===== config.mk =====
export PLATFORM = sky130hd
export DESIGN_NAME = led_sequencer_ctrl
export DESIGN_NICKNAME = d
export VERILOG_FILES = /design/src/rtl/led_sequencer_ctrl.sv
export SDC_FILE = /design/constraint.sdc
export NUM_CORES = 1
export LEC_CHECK = 0
export BUFFER_PORTS_ARGS = -buffer_cell sky130_fd_sc_hd__buf_2
export CAP_MARGIN = 10
export CORE_UTILIZATION = 45
export DETAILED_ROUTE_END_ITERATION = 16
export GPL_TIMING_DRIVEN = 0
export SYNTH_ARGS = -nofsm -noshare
export SYNTH_HDL_FRONTEND = slang
export SYNTH_SLANG_ARGS = --single-unit

===== constraint.sdc =====
create_clock -name clk -period 4.4 [get_ports clk]
set_input_delay 0.44 -clock clk [delete_from_list [all_inputs] [get_ports clk]]
set_output_delay 0.44 -clock clk [all_outputs]
set_load 0.01 [all_outputs]

===== src/rtl/led_sequencer_ctrl.sv =====
// Autonomous LED pattern sequencer: CSR slave plus write-only master into an 18-bit PIO.
// Optional build macro LED_SEQ_BLANK_ON_STOP_EN adds a BLANK step that writes 0 before idling.
module led_sequencer_ctrl #(
  parameter int unsigned DATA_W   = 18,
  parameter int unsigned PERIOD_W = 24
) (
  input  logic              clk,
  input  logic              reset_n,
  input  logic [2:0]        s_address,
  input  logic              s_chipselect,
  input  logic              s_write_n,
  input  logic [31:0]       s_writedata,
  output logic [31:0]       s_readdata,
  output logic [1:0]        m_address,
  output logic              m_chipselect,
  output logic              m_write_n,
  output logic [DATA_W-1:0] m_writedata,
  output logic              irq
);

  typedef enum logic [2:0] {
    StIdle,
    StStrobe,
    StWait,
    StEnd
`ifdef LED_SEQ_BLANK_ON_STOP_EN
    , StBlank
`endif
  } state_e;

  // State entered on CPU stop or one-shot completion.
`ifdef LED_SEQ_BLANK_ON_STOP_EN
  localparam state_e StHalt = StBlank;
`else
  localparam state_e StHalt = StIdle;
`endif

  state_e              state_q, state_d;
  logic [1:0]          idx_q, idx_d;
  logic [PERIOD_W-1:0] cnt_q, cnt_d;
  logic [DATA_W-1:0]   wdata_q, wdata_d;
  logic                run_q, run_d;
  logic                loop_q, loop_d;
  logic                irq_en_q, irq_en_d;
  logic                done_q, done_d;
  logic [PERIOD_W-1:0] period_q, period_d;
  logic [1:0]          length_q, length_d;
  logic [DATA_W-1:0]   pat_q [4];
  logic [DATA_W-1:0]   pat_d [4];

  logic                wr_en, ctrl_wr, status_wr, cpu_stop, busy;
  logic                set_done, end_clear;
  logic [PERIOD_W:0]   eff_period, cnt_inc;
  logic                unused_wdata;

  assign wr_en      = s_chipselect & ~s_write_n;
  assign ctrl_wr    = wr_en && (s_address == 3'd0);
  assign status_wr  = wr_en && (s_address == 3'd1);
  assign cpu_stop   = ctrl_wr & ~s_writedata[0];
  assign busy       = (state_q != StIdle);
  assign eff_period = (period_q == '0) ? {{PERIOD_W{1'b0}}, 1'b1} : {1'b0, period_q};
  assign cnt_inc    = {1'b0, cnt_q} + 1'b1;
  assign m_address  = 2'b00;
  assign irq        = done_q & irq_en_q;
  assign unused_wdata = ^s_writedata;

  always_comb begin
    state_d      = state_q;
    idx_d        = idx_q;
    cnt_d        = cnt_q;
    set_done     = 1'b0;
    end_clear    = 1'b0;
    m_chipselect = 1'b0;
    m_write_n    = 1'b1;
    m_writedata  = wdata_q;

    case (state_q)
      StIdle: begin
        if (run_q && !cpu_stop) state_d = StStrobe;
      end
      StStrobe: begin
        m_chipselect = 1'b1;
        m_write_n    = 1'b0;
        m_writedata  = pat_q[idx_q];
        cnt_d        = '0;
        state_d      = StWait;
      end
      StWait: begin
        cnt_d = cnt_inc[PERIOD_W-1:0];
        if (cnt_inc >= eff_period) begin
          // idx wraps mod 4 so a shrunken LENGTH is always reached again.
          if (idx_q == length_q) begin
            state_d = StEnd;
          end else begin
            idx_d   = idx_q + 2'd1;
            state_d = StStrobe;
          end
        end
      end
      StEnd: begin
        if (loop_q) begin
          idx_d   = '0;
          state_d = StStrobe;
        end else begin
          set_done  = 1'b1;
          end_clear = 1'b1;
          state_d   = StHalt;
        end
      end
`ifdef LED_SEQ_BLANK_ON_STOP_EN
      StBlank: begin
        m_chipselect = 1'b1;
        m_write_n    = 1'b0;
        m_writedata  = '0;
        state_d      = StIdle;
      end
`endif
      default: state_d = StIdle;
    endcase

    if (cpu_stop && busy) begin
      state_d   = (state_q == StHalt) ? StIdle : StHalt;
      set_done  = 1'b0;
      end_clear = 1'b0;
    end
    if (state_d == StIdle) idx_d = '0;
    wdata_d = m_writedata;
  end

  always_comb begin
    run_d    = run_q;
    loop_d   = loop_q;
    irq_en_d = irq_en_q;
    done_d   = done_q;
    period_d = period_q;
    length_d = length_q;
    pat_d    = pat_q;

    if (end_clear) run_d = 1'b0;
    // A CPU write in the same cycle overrides the end-of-sequence clear.
    if (ctrl_wr) begin
      run_d    = s_writedata[0];
      loop_d   = s_writedata[1];
      irq_en_d = s_writedata[2];
    end
    if (status_wr && s_writedata[1]) done_d = 1'b0;
    if (set_done) done_d = 1'b1;
    if (wr_en && (s_address == 3'd2)) period_d = s_writedata[PERIOD_W-1:0];
    if (wr_en && (s_address == 3'd3)) length_d = s_writedata[1:0];
    if (wr_en && s_address[2]) pat_d[s_address[1:0]] = s_writedata[DATA_W-1:0];
  end

  always_ff @(posedge clk or negedge reset_n) begin
    if (!reset_n) begin
      state_q  <= StIdle;
      idx_q    <= '0;
      cnt_q    <= '0;
      wdata_q  <= '0;
      run_q    <= 1'b0;
      loop_q   <= 1'b0;
      irq_en_q <= 1'b0;
      done_q   <= 1'b0;
      period_q <= '0;
      length_q <= '0;
      for (int i = 0; i < 4; i++) pat_q[i] <= '0;
    end else begin
      state_q  <= state_d;
      idx_q    <= idx_d;
      cnt_q    <= cnt_d;
      wdata_q  <= wdata_d;
      run_q    <= run_d;
      loop_q   <= loop_d;
      irq_en_q <= irq_en_d;
      done_q   <= done_d;
      period_q <= period_d;
      length_q <= length_d;
      pat_q    <= pat_d;
    end
  end

  always_comb begin
    s_readdata = '0;
    case (s_address)
      3'd0: s_readdata[2:0] = {irq_en_q, loop_q, run_q};
      3'd1: begin
        s_readdata[5:4] = idx_q;
        s_readdata[1]   = done_q;
        s_readdata[0]   = busy;
      end
      3'd2:    s_readdata[PERIOD_W-1:0] = period_q;
      3'd3:    s_readdata[1:0] = length_q;
      default: s_readdata[DATA_W-1:0] = pat_q[s_address[1:0]];
    endcase
  end

endmodule


==> flow_metrics.env, run 1 <==
export IMPL_status="finished, violations left"
export IMPL_violations="negative hold slack"
export IMPL_yosys_most_used_dff="dfrtp_1"
export IMPL_placementRows=49
export IMPL_hold_path_class="in2async"
export IMPL_synth_top_area_share=0.454
export IMPL_coreArea_um2=17900
export IMPL_synth_compound_area_frac=0.0881
export IMPL_post_cts_buffers=0
export IMPL_synth_largest_area_cell="dfrtp_1"
export IMPL_synth_edf_count=0
export IMPL_cellLeakagePower_uw=0.00441
export IMPL_num_io_pins=94
export IMPL_fill_cells=1572
export IMPL_wl_per_cell_um=21.1
export IMPL_syn_to_final_growth_pct=16.9
export IMPL_gp_congestion=0.871
export IMPL_grt_max_degree=93
export IMPL_hpwl_um=15100
export IMPL_cp_max_fo=6
export IMPL_num_vias=5828
export IMPL_synthMuxAreaShare=0.266
export IMPL_nNetsFinal=826
export IMPL_placement_io_buffers=75
export IMPL_pre_cts_ws_ns=0.778
export IMPL_fin_ws_ns=0.741
export IMPL_fin_worst_skew_ns=0.00907
export IMPL_first_pass_iters=5
export IMPL_endpoint_kind="flop"
export IMPL_n_antenna_cell=0
export IMPL_die_h_um=137
export IMPL_rsz0062_at_grt="false"
export IMPL_async_flop_share=1.00
export IMPL_synth_xor_area_share=0.0265
export IMPL_hold_viol=17
export IMPL_clk_pin_slew_worst_paths_ns=0.07
export IMPL_slew_limit_headroom=0.341
export IMPL_power_density_nw_per_um2=469
export IMPL_synth_top_family_by_area="multiplexers"
export IMPL_grt_overflow=0
export IMPL_tns_ns=0
export IMPL_antenna_found_initial=0
export IMPL_syn_area_per_cell_um2=12.5
export IMPL_synthesis_area_um2=8210
export IMPL_cts_tree="done"
export IMPL_drive_gt1_frac=0.395
export IMPL_cts_resized=0
export IMPL_cts_htree_levels=4
export IMPL_peakVddDrop_v=0.000286
export IMPL_grt_pass1_wl_um=32900
export IMPL_hold_buffers=0
export IMPL_dieArea_um2=18800
export IMPL_cts_buffers=17
export IMPL_yosys_top_cells_area="dfrtp_1 (45%), mux2_2 (16%), mux4_2 (10%)"
export IMPL_vias_per_cell=5.80
export IMPL_crit_required_ns=4.73
export IMPL_power_uw=4500
export IMPL_initial_core_util=0.459
export IMPL_finalSetupViolCount=0
export IMPL_tightestPinTransition_ns=0.985
export IMPL_synth_distinct_cells=61
export IMPL_path_class="reg2reg"
export IMPL_ys_ff_latch=149
export IMPL_ant_nets=0
export IMPL_clock_latency_ns=0.43
export IMPL_min_period_ns=3.66
export IMPL_start_kind="flop"
export IMPL_slew_violations=0
export IMPL_drt_drc_violations_left=0
export IMPL_synthSimpleGateAreaFrac=0.0832
export IMPL_min_period_over_period=0.832
export IMPL_synth_warnings=0
export IMPL_cts_root_buffer="clkbuf_16"
export IMPL_drt_wl_total_um=21200
export IMPL_max_freq_mhz=273
export IMPL_synth_fa_ha_area_frac=0.0381
export IMPL_grtUsageTotal=0.240
export IMPL_grt_pass1_vias=5894
export IMPL_cts_sinks=149
export IMPL_ctsLongestPathBuffers=2
export IMPL_dr_first_iter_drc_count=401
export IMPL_synthCells=657
export IMPL_die_w_um=137
export IMPL_fin_hold_ws_ns=-0.0160
export IMPL_critPathArrivalTime_ns=3.98
export IMPL_yosysSeqAreaShare=0.454
export IMPL_max_cap_viol_count=0
[path summary, 6_finish.rpt]
check	cells past startpoint	start	endpoint	slack, ns
setup reg to reg	14	cnt_q[0]	idx_q[0]	0.74
hold reg to reg	1	wdata_q[9]	wdata_q[9]	0.49
max in group asynchronous	2	reset_n	period_q[5]	3.53
hold / removal	1	reset_n	cnt_q[19]	-0.02
min in group clk	2	s_writedata[19]	period_q[19]	0.25
setup / recovery	14	cnt_q[0]	idx_q[0]	0.74
[cell usage after synthesis, types with 4 or more instances]
| cell type | instances |
|---|---|
| a21oi_1 | 5 |
| a22o_1 | 27 |
| a31oi_1 | 4 |
| and3_1 | 5 |
| buf_1 | 4 |
| buf_2 | 15 |
| buf_4 | 13 |
| clkbuf_1 | 16 |
| dfrtp_1 | 149 |
| ha_1 | 25 |
| inv_1 | 27 |
| mux2_2 | 118 |
| mux4_2 | 37 |
| nand2_1 | 32 |
| nand3_1 | 15 |
| nand4_1 | 10 |
| nor2_1 | 19 |
| nor2b_1 | 8 |
| nor3_1 | 10 |
| nor4_1 | 5 |
| o21ai_0 | 24 |
| o31ai_1 | 6 |
| xnor2_1 | 17 |
| xor2_1 | 6 |
[sequential cells by signal, summed over array words and instances (netlist names)]
signal    flops
pat_q        72
cnt_q        24
period_q     24
wdata_q      18
state_q       3
idx_q         2
length_q      2
done_q        1
irq_en_q      1
loop_q        1
run_q         1
[report_power, final]
| group | total, uW | internal, uW | switching, uW | leakage, uW |
|---|---|---|---|---|
| combinational | 983 | 538 | 445 | 0.00220 |
| clock | 1630 | 977 | 649 | 0.000320 |
| sequential | 1890 | 1670 | 225 | 0.00189 |
[kinds of logic (layout without fill, tap and decap cells)]
logic type      Yosys count  count (layout)
mux                     157             157
compound gates           97              97
simple gates            128             128
buf+inv                  76             184
other cells               1              11
fa+ha+maj                25              25
flops                   149             149
xor+xnor                 24              24
[cell usage in the layout (no fill, tap or decap), types with 3 or more instances in the layout]
| cell type | n |
|---|---|
| mux2_2 | 118 |
| and2_1 | 3 |
| xnor2_1 | 17 |
| clkbuf_16 | 17 |
| o211ai_1 | 3 |
| nor4_1 | 5 |
| bufinv_16 | 4 |
| nand3_1 | 15 |
| ha_1 | 25 |
| a22oi_1 | 3 |
| buf_4 | 13 |
| o21ai_0 | 24 |
| nor3_1 | 10 |
| o31ai_1 | 6 |
| a21oi_1 | 5 |
| clkbuf_1 | 16 |
| inv_8 | 4 |
| and3_1 | 5 |
| a31oi_1 | 4 |
| inv_1 | 27 |
| o21a_1 | 3 |
| nand2_1 | 32 |
| conb_1 | 11 |
| a22o_1 | 27 |
| nand2b_1 | 3 |
| a211oi_1 | 3 |
| nand3b_1 | 3 |
| xor2_1 | 6 |
| mux4_2 | 37 |
| dfrtp_1 | 149 |
| nor3b_1 | 3 |
| buf_1 | 4 |
| nand4_1 | 10 |
| nor2b_1 | 8 |
| nor2_1 | 19 |
| buf_2 | 89 |
| inv_6 | 4 |
[cell type report]
type	instances	area (um^2)	area share
multi-input combinational	442	4160	0.433
sequential	149	3730	0.388
clock buffer	17	425	0.0443
timing repair buffer	76	409	0.0426
tap	229	287	0.0298
buffer	49	259	0.0270
clock inverter	15	233	0.0242
inverter	27	101	0.0106
[through the flow]
step                utilization  instances  area, um^2
global placement          0.498        971        8910
detailed placement        0.500        972        8940
global route              0.536       1004        9600
finish                    0.536       1004        9600
floorplan                     -        667        8250
CTS                       0.536       1004        9600
[per-layer routing]
metal	vias to the layer above	track usage	wire length (um)
met5	-	0	0
met4	0	0.0910	525
met3	31	0.0541	967
li1	2641	-	-
met2	153	0.390	10500
met1	3003	0.313	9120
[critical path, cell delays in order (launching register included)]
cell      delay (ns)
dfrtp_1         0.45
ha_1            0.26
nand3_1         0.18
nor2_4          0.21
and4_4          0.24
buf_6           0.12
nand3_1         0.09
xnor2_1         0.22
ha_1            0.29
a211oi_2        0.17
o21ai_1         0.09
o211a_1         0.16
o41a_1          0.50
o31a_1          0.31
o211ai_1        0.26
Power figures use the tool's default switching activity.
==> run 2: changes to the inputs <==
Settings changed: ABC_AREA set to 1.
Clock period 4.4 ns to 3.61 ns, I/O delays scaled along.
==> flow_metrics.env, run 2 <==
export IMPL_synthesis_area_um2=8190
export IMPL_coreArea_um2=17500
export IMPL_num_vias=7697
export IMPL_slew_limit_headroom=0.492
export IMPL_min_period_ns=3.24
export IMPL_p_comb_frac=0.255
export IMPL_peakVddDrop_v=0.000370
export IMPL_yosysSeqAreaShare=0.455
export IMPL_cts_resized=0
export IMPL_ys_ff_latch=149
export IMPL_hold_viol=20
export IMPL_fin_hold_ws_ns=-0.0200
export IMPL_antenna_found_initial=0
export IMPL_p_clk_frac=0.323
export IMPL_slew_violations=0
export IMPL_cts_buffers=17
export IMPL_hpwl_um=18400
export IMPL_design_area_um2=9470
export IMPL_die_h_um=137
export IMPL_first_pass_iters=5
export IMPL_worstPathCellList="ha_1 > nand2_1 > nor2_1 > nand2_2 > inv_1 > nand2_1 > nor2_1 > inv_1 > o21ai_0 > inv_1 > ha_1 > nand2_1 > inv_1 > nand2_1 > nand2_1 > nand2_1 > nand4_1 > nand2_1 > nand4_2 > nand2_1 > nand2_1 > nand2_1 > nand2_1 > inv_1"
export IMPL_num_io_pins=94
export IMPL_clk_pin_slew_worst_paths_ns=0.07
export IMPL_dr_first_iter_drc_count=764
export IMPL_ant_nets=0
export IMPL_critPathArrivalTime_ns=3.61
export IMPL_worst_path_buf_inv=5
export IMPL_synth_most_common_cell="nand2_1"
export IMPL_max_cap_viol_count=0
export IMPL_endpoint_kind="flop"
export IMPL_tightestPinTransition_ns=0.762
export IMPL_gp_congestion=0.882
export IMPL_max_freq_mhz=309
export IMPL_wl_per_cell_um=18.7
export IMPL_path_common_cell="nand2_1"
export IMPL_synth_top_area_share=0.455
export IMPL_dieArea_um2=18800
export IMPL_yosys_top_cells_area="dfrtp_1 (46%), o21ai_0 (9.3%), nand2_1 (8.9%)"
export IMPL_cts_root_buffer="clkbuf_16"
export IMPL_synth_edf_count=0
export IMPL_die_w_um=137
export IMPL_switching_power_uw=1850
export IMPL_min_period_over_period=0.897
export IMPL_synthTopCellsByCount="nand2_1 (194), inv_1 (168), o21ai_0 (152)"
export IMPL_cellLeakagePower_uw=0.00470
export IMPL_placementRows=48
export IMPL_yosys_most_used_dff="dfrtp_1"
export IMPL_regMostFlops="pat_q"
export IMPL_ctsLongestPathBuffers=2
export IMPL_cts_tree="done"
export IMPL_grt_overflow=0
export IMPL_drt_wl_total_um=26000
export IMPL_synth_largest_area_cell="dfrtp_1"
export IMPL_internal_power_uw=3410
export IMPL_finalSetupViolCount=0
export IMPL_violations="negative hold slack"
export IMPL_drive_gt1_frac=0.146
export IMPL_syn_to_final_growth_pct=15.6
export IMPL_grtUsageTotal=0.290
export IMPL_crit_slowest_cell="dfrtp_1"
export IMPL_syn_area_per_cell_um2=7.80
export IMPL_path_class="reg2reg"
export IMPL_grt_pass1_vias=7179
export IMPL_synth_distinct_cells=46
export IMPL_mostFrequentLayoutCell="nand2_1"
export IMPL_start_kind="flop"
export IMPL_dpl_cell_count=1361
export IMPL_p_seq_frac=0.422
export IMPL_reg_top3="pat_q (72), cnt_q (24), period_q (24)"
export IMPL_crit_required_ns=3.98
export IMPL_initial_core_util=0.467
export IMPL_tns_ns=0
export IMPL_placement_io_buffers=75
export IMPL_synthCells=1050
export IMPL_largest_reg_flops=72
export IMPL_fin_cells=1393
export IMPL_switching_share=0.352
export IMPL_drt_drc_violations_left=0
export IMPL_cp_max_fo=4
export IMPL_vias_per_cell=5.53
export IMPL_layout_common_cells="nand2_1 (194), inv_1 (168), o21ai_0 (152)"
export IMPL_critPathMaxStageDelay_ns=0.43
export IMPL_grt_max_degree=81
export IMPL_placed_cell_area_um2=8920
export IMPL_status="finished, violations left"
export IMPL_grt_pass1_wl_um=40000
export IMPL_clock_latency_ns=0.43
export IMPL_cts_htree_levels=4
export IMPL_cts_sinks=149
export IMPL_async_flop_share=1.00
export IMPL_hold_path_class="in2async"
export IMPL_hold_buffers=0
export IMPL_power_density_nw_per_um2=556
export IMPL_fin_worst_skew_ns=0.00736
export IMPL_rsz0062_at_grt="false"
export IMPL_synth_warnings=0
export IMPL_crit_family="simple AND/OR/NAND/NOR gates"
export IMPL_post_cts_buffers=0
export IMPL_n_antenna_cell=0
export IMPL_nNetsFinal=1219
[run 2: cell count changes after synthesis, moves of 14 or more]
cell / before / now
nand2_1: 32 / 194
inv_1: 27 / 168
o21ai_0: 24 / 152
mux2_2: 118 / 0
nor2_1: 19 / 83
a21oi_1: 5 / 68
mux4_2: 37 / 0
o22ai_1: 0 / 35
a22o_1: 27 / 3
a31oi_1: 4 / 18
xnor2_1: 17 / 3
[run 2: logic make-up after synthesis]
family,Yosys count,synth area share
simple gates,332,0.176
flops,149,0.455
other cells,1,0.000458
xor+xnor,17,0.0182
fa+ha+maj,25,0.0382
compound gates,297,0.199
buf+inv,229,0.113
[run 2: layer usage]
metal  wire length (um)  vias up  global-route usage
met5                  0        -                   0
met4                433        0              0.0781
met3               2070       39              0.0485
met2              11600      356               0.442
met1              12000     3676               0.424
li1                   -     3626                   -
[run 2: final cells by class]
| cell class | count | area [um^2] |
|---|---|---|
| repair buffers | 76 | 409 |
| well taps | 225 | 282 |
| plain buffers | 55 | 274 |
| clock inverters | 15 | 124 |
| multi-input cells | 682 | 3580 |
| flip-flops and latches | 149 | 3730 |
| inverters | 174 | 653 |
| clock buffers | 17 | 425 |
| fillers | 1718 | 8070 |
[run 2: per-stage QoR]
stage               hold WS, ns  power [uW]  setup slack [ns]  utilization
finish                  -0.0200        5260             0.371        0.540
global route             0.0426        5550            0.0369        0.540
detailed placement        0.473        3570             0.392        0.509
floorplan                0.0654        3050             0.959            -
CTS                      0.0127        5260             0.348        0.540
global placement          0.471        3540            -0.195        0.507
[run 2: power by group through the flow]
| stage | clock network [uW] | logic, uW | registers (uW) |
|---|---|---|---|
| CTS | 1710 | 1340 | 2220 |
| finish | 1700 | 1340 | 2220 |
| floorplan | 0 | 855 | 2200 |
| global placement | 0 | 1310 | 2240 |
| detailed placement | 0 | 1330 | 2240 |
| global route | 1770 | 1520 | 2260 |
[run 2: worst paths after layout]
kind / cells after the start / end / start / slack [ns]
setup / recovery: 24 / idx_q[0] / cnt_q[0] / 0.37
hold / removal: 1 / period_q[2] / reset_n / -0.02
setup reg to reg: 24 / idx_q[0] / cnt_q[0] / 0.37
hold reg to reg: 2 / period_q[4] / period_q[4] / 0.49
max in group asynchronous: 2 / pat_q[66] / reset_n / 2.79
min in group clk: 3 / period_q[20] / s_writedata[20] / 0.19
[run 2: worst reg2reg max path, delay by kind of cell, from the launching register on]
kind	cells	cell delay, ns
buf+inv	5	0.37
simple gates	16	1.56
compound gates	1	0.29
fa+ha+maj	2	0.53
flops	1	0.43
